==> config.mk <==
export PLATFORM = sky130hd
export DESIGN_NAME = branch_resolve_unit
export DESIGN_NICKNAME = d
export VERILOG_FILES = /design/src/rtl/branch_resolve_unit.sv
export SDC_FILE = /design/constraint.sdc
export NUM_CORES = 1
export LEC_CHECK = 0
export CORE_AREA = 2 2 160 162
export CTS_CLUSTER_SIZE = 40
export DETAILED_ROUTE_END_ITERATION = 8
export DIE_AREA = 0 0 162 164
export SYNTH_ARGS = -nofsm -noshare
export SYNTH_HDL_FRONTEND = slang
export SYNTH_SLANG_ARGS = --single-unit
==> constraint.sdc <==
create_clock -name i_clk -period 5.65 [get_ports i_clk]
set_clock_uncertainty 0.05 [all_clocks]
set_input_delay 1.13 -clock i_clk [delete_from_list [all_inputs] [get_ports i_clk]]
set_output_delay 1.13 -clock i_clk [all_outputs]
set_load 0.02 [all_outputs]
==> src/rtl/branch_resolve_unit.sv <==
// Branch resolve unit.
// Carries each fetched branch prediction (taken bit and predicted target) through the F->D and
// D->E pipeline registers. In EX it compares the prediction against the resolved outcome and
// produces the misprediction flushes, the corrected fetch PC, a registered training update for
// the 2-bit predictor, and saturating performance counters.
//
// Ports:
//   i_clk, i_reset      core clock, synchronous active-high reset
//   i_pc_f, i_valid_f   IF instruction PC and valid
//   i_pred_taken_f      predictor direction for the IF instruction
//   i_pred_target_f     predicted target (meaningful when i_pred_taken_f=1)
//   i_stall_d           hold the F->D register
//   i_flush_e_in        insert a bubble into EX (load-use)
//   i_branch_e          EX instruction is a conditional branch
//   i_taken_e           resolved branch condition
//   i_target_e          resolved branch target
//   o_mispredict_e      EX branch mispredicted (combinational)
//   o_flush_d           kill the ID instruction
//   o_flush_e           kill the EX-bound instruction
//   o_redirect_pc       corrected fetch PC, 0 unless o_mispredict_e
//   o_upd_valid         a branch resolved last cycle
//   o_branch_taken      last resolved outcome, held across non-branch cycles
//   o_branch_cnt        resolved branches, saturating
//   o_mispred_cnt       mispredictions, saturating
module branch_resolve_unit #(
    parameter int unsigned XLEN  = 32,
    parameter int unsigned CNT_W = 16
) (
    input  logic             i_clk,
    input  logic             i_reset,
    input  logic [XLEN-1:0]  i_pc_f,
    input  logic             i_pred_taken_f,
    input  logic [XLEN-1:0]  i_pred_target_f,
    input  logic             i_valid_f,
    input  logic             i_stall_d,
    input  logic             i_flush_e_in,
    input  logic             i_branch_e,
    input  logic             i_taken_e,
    input  logic [XLEN-1:0]  i_target_e,
    output logic             o_mispredict_e,
    output logic             o_flush_d,
    output logic             o_flush_e,
    output logic [XLEN-1:0]  o_redirect_pc,
    output logic             o_upd_valid,
    output logic             o_branch_taken,
    output logic [CNT_W-1:0] o_branch_cnt,
    output logic [CNT_W-1:0] o_mispred_cnt
);

    logic            r_valid_d;
    logic [XLEN-1:0] r_pc_d;
    logic            r_pred_d;
    logic [XLEN-1:0] r_tgt_d;

    logic            r_valid_e;
    logic [XLEN-1:0] r_pc_e;
    logic            r_pred_e;
    logic [XLEN-1:0] r_tgt_e;

    logic             r_upd_valid;
    logic             r_branch_taken;
    logic [CNT_W-1:0] r_branch_cnt;
    logic [CNT_W-1:0] r_mispred_cnt;

    logic            w_resolve;
    logic            w_mispredict;
    logic [XLEN-1:0] w_pc_plus4;

    // EX-stage branch inputs are only meaningful for a live instruction.
    assign w_resolve    = r_valid_e & i_branch_e;
    // A taken/taken match still mispredicts if the predicted target was wrong.
    assign w_mispredict = w_resolve & ((i_taken_e != r_pred_e) |
                                       (i_taken_e & r_pred_e & (i_target_e != r_tgt_e)));
    assign w_pc_plus4   = r_pc_e + XLEN'(4);

    always_comb begin
        o_redirect_pc = '0;
        if (w_mispredict) begin
            o_redirect_pc = i_taken_e ? i_target_e : w_pc_plus4;
        end
    end

    assign o_mispredict_e = w_mispredict;
    assign o_flush_d      = w_mispredict;
    assign o_flush_e      = w_mispredict | i_flush_e_in;

    // F->D register: mispredict beats stall.
    always_ff @(posedge i_clk) begin
        if (i_reset) begin
            r_valid_d <= 1'b0;
            r_pc_d    <= '0;
            r_pred_d  <= 1'b0;
            r_tgt_d   <= '0;
        end else if (w_mispredict) begin
            r_valid_d <= 1'b0;
        end else if (!i_stall_d) begin
            r_valid_d <= i_valid_f;
            r_pc_d    <= i_pc_f;
            r_pred_d  <= i_pred_taken_f;
            r_tgt_d   <= i_pred_target_f;
        end
    end

    // D->E register: stall alone still copies D; the hazard unit pairs it with a bubble.
    always_ff @(posedge i_clk) begin
        if (i_reset) begin
            r_valid_e <= 1'b0;
            r_pc_e    <= '0;
            r_pred_e  <= 1'b0;
            r_tgt_e   <= '0;
        end else if (w_mispredict || i_flush_e_in) begin
            r_valid_e <= 1'b0;
        end else begin
            r_valid_e <= r_valid_d;
            r_pc_e    <= r_pc_d;
            r_pred_e  <= r_pred_d;
            r_tgt_e   <= r_tgt_d;
        end
    end

    // Training output holds across bubbles: the predictor samples it every cycle.
    always_ff @(posedge i_clk) begin
        if (i_reset) begin
            r_upd_valid    <= 1'b0;
            r_branch_taken <= 1'b0;
            r_branch_cnt   <= '0;
            r_mispred_cnt  <= '0;
        end else begin
            r_upd_valid <= w_resolve;
            if (w_resolve) begin
                r_branch_taken <= i_taken_e;
            end
            if (w_resolve && (r_branch_cnt != '1)) begin
                r_branch_cnt <= r_branch_cnt + CNT_W'(1);
            end
            if (w_mispredict && (r_mispred_cnt != '1)) begin
                r_mispred_cnt <= r_mispred_cnt + CNT_W'(1);
            end
        end
    end

    assign o_upd_valid    = r_upd_valid;
    assign o_branch_taken = r_branch_taken;
    assign o_branch_cnt   = r_branch_cnt;
    assign o_mispred_cnt  = r_mispred_cnt;

endmodule

==> impl_metrics.toml <==
[pwr]
cell_internal_pwr_mw = 1.975
combPwrFrac_pct = 10.0
p_leak_nw = 3.967
irDropWorstVdd_mv = 0.1543
p_sw_mw = 0.6949
seqPwrFrac_pct = 46.7
pwr-share-clk_pct = 43.3
power_density_nw_per_um2 = 250.7
p_sw_share_pct = 26.02

[yosys]
syn-cell-area_sq_um = 8287
avgSynthCellArea_sq_um = 8.092
synthCells = 1024
yosysWarnings = 0
ys_types = 46
synth-seq-cells = 166
synth-edff-count = 0
synth_async_sr_flop_share_pct = 0
synth.yosys.seq_area_share_pct = 40.10
ys.flop_type = "dfxtp_1"
syn_nets = 1132

[final_layout]
fin_cells = 1487
nFillCells = 2533
fin_area_sq_um = 10650
final_nets = 1248
final_layout_size_suffix_gt1_share_pct = 5.551
areaGrowthSynthToFinish_pct = 28.54

[placement]
place.gp.congestion = 0.9164
hpwlAfterDp_mm = 17.88
dp_cells = 1451
portBuffers = 172
pre_cts_ws_ps = 604.5
placed_area_sq_um = 10060

[timing]
grt_setup_unrepaired = "false"
maxSlewHeadroom_pct = 23.22
max_freq_mhz = 198.2
hold_ws_ps = 408.4
slew_viol_final = 0
finalSetupViolCount = 0
fin_ws_ps = 603.8
fin_crit_sh_pct = 89.31
hold_viol_final = 0
fin_crit_ps = 5046
tns_ps = 0
worstMarginPinSlew_ps = 1152

[grt]
grt_pass1_wl_mm = 40.12
grt_pass1_vias = 7168
gr-total-overflow = 0
antenna_found_initial = 4
track_usage_pct = 19.34
grt_max_degree = 102

[routing]
postRouteAntennaNets = 0
via_count = 7667
first_pass_iters = 7
drc = 0
wl_per_cell_microns = 17.38
drtIter0Drc = 570
vias_per_cell = 5.156
wl_mm = 25.85

[cts]
cts_root_buf = "clkbuf_16"
ctsHoldBuffers = 0
clock_latency_ps = 420
h-tree-depth = 4
clock-sinks = 166
clkTransAtPathRegs_ps = 60
clockBufferDepth = 2
cts_setup_buffers = 0
postCtsResizedCells = 0
cts_tree = "yes"
numCtsBuffers = 17

[worst_setup_path]
cp_max_fo = 29
worstPathArrival_ps = 3870
start_kind = "primary input"
path_common_cell = "clkdlybuf4s50_1"
critPathSlowestCell = "clkdlybuf4s50_1"
crit_type = "primary input to primary output"
cp_slowest_stage_delay_ps = 560
cp_cell_sequence = "clkdlybuf4s50_1, xor2_1, nor4_1, nand4_1, o21a_2, nor2_2, buf_4, nor2_1, clkdlybuf4s50_1"
cp-end-kind = "primary output"
critical_path_required_ps = 4470

[floorplanning]
initial_utilization_pct = 33.39
die-area_sq_um = 26570
die_x_microns = 162
io_pins = 173
die_h_microns = 164
rows = 58
core_sq_um = 24820

[status]
status = "complete, no violations"

[min_path]
hp-class = "register to register"

[flow_run]
drv_cap = 0
==> worst max-delay path: cells and delay by family <==
family	cells	cell delay [ps]
AO/OA/AOI/OAI	1	290
AND/OR/NAND/NOR	4	880
XOR/XNOR	1	180
buffers and inverters	3	1370
==> cells in the mapped netlist (19+ instances only) <==
master | instances | area (sq um)
nand3_1 | 116 | 580.6
nand4_1 | 19 | 118.9
nor2_1 | 83 | 311.6
mux2i_1 | 64 | 640.6
o21ai_0 | 93 | 465.5
clkbuf_1 | 58 | 217.7
a21oi_1 | 102 | 510.5
dfxtp_1 | 166 | 3323
nand2_1 | 112 | 420.4
xor2_1 | 64 | 560.5
==> per-stage QoR <==
stage	utilization, %	power [mW]
after detailed placement	40.54	1.539
after global placement	40.54	1.537
after floorplan	-	1.406
after global routing	42.91	2.775
final	42.92	2.670
after CTS	42.88	2.698
==> layer usage <==
metal | wire, microns | GRT usage [%] | vias to the layer above | share of wire (%)
met5 | 0 | 0 | - | 0
met4 | 510 | 6.315 | 0 | 2.0
met3 | 1266 | 3.258 | 26 | 4.9
met2 | 12010 | 31.14 | 208 | 46
met1 | 12060 | 26.38 | 3621 | 47
li1 | - | - | 3812 | -
==> power groups by stage <==
stage	logic (mW)	clock network [mW]	registers, mW
final	0.267	1.16	1.25
after global routing	0.292	1.23	1.25
after CTS	0.270	1.18	1.25
after detailed placement	0.268	0	1.27
after global placement	0.266	0	1.27
after floorplan	0.145	0	1.26
==> cells by family after synthesis <==
| family | share of synthesized area [%] |
|---|---|
| adder cells (fa/ha/maj) | 0.6040 |
| flip-flops | 40.10 |
| multiplexers | 9.361 |
| buffers and inverters | 5.798 |
| AO/OA/AOI/OAI | 14.01 |
| XOR/XNOR | 7.821 |
| AND/OR/NAND/NOR | 22.30 |
==> flip-flops by register name, indices dropped and copies added (netlist names) <==
signal          count
r_pc_d             32
r_pc_e             32
r_tgt_d            32
r_tgt_e            32
o_branch_cnt       16
o_mispred_cnt      16
o_branch_taken      1
o_upd_valid         1
r_pred_d            1
r_pred_e            1
r_valid_d           1
r_valid_e           1
==> area by class of cell <==
class,count,area (sq um),area share [%]
Antenna cell,4,10.01,0.09397
Clock buffer,18,439.2,4.123
Clock inverter,14,141.4,1.327
Inverter,8,30.03,0.2819
Multi-Input combinational cell,765,4506,42.30
Sequential cell,166,3323,31.20
Tap cell,330,412.9,3.876
Timing Repair Buffer,182,1789,16.80
==> cells in the final DEF, fill, tap and decap left out, drive strengths merged, types with 2 or more instances in the layout <==
master         synthesis  final
clkdlybuf4s50          0    170
dfxtp                166    166
nand3                116    116
nand2                112    112
a21oi                102    102
o21ai                 94     94
nor2                  85     85
xor2                  64     64
mux2i                 64     64
nand4                 19     19
clkbuf                58     18
inv                    7     15
nor3                  12     12
nor2b                 12     12
mux2                  12     12
buf                   27     12
nor4                  10     10
xnor2                 10     10
and4                   8      8
and3                   7      7
diode                  0      4
and2                   4      4
a211oi                 4      4
ha                     4      4
nand2b                 4      4
a31oi                  3      3
a2111oi                3      3
clkinvlp               0      3
clkinv                 1      3
o211a                  2      2
a2111o                 2      2
o21a                   2      2
==> path summary, 6_finish.rpt <==
| kind | startpoint | end | slack, ps | depth (start not counted) |
|---|---|---|---|---|
| setup / recovery | i_target_e[5] | o_redirect_pc[10] | 600 | 9 |
| hold / removal | r_tgt_d[27] | r_tgt_d[27] | 410 | 2 |
| setup reg to reg | r_tgt_e[19] | r_pc_d[30] | 2460 | 7 |
| hold reg to reg | r_tgt_d[27] | r_tgt_d[27] | 410 | 2 |
Power figures use the tool's default switching activity.
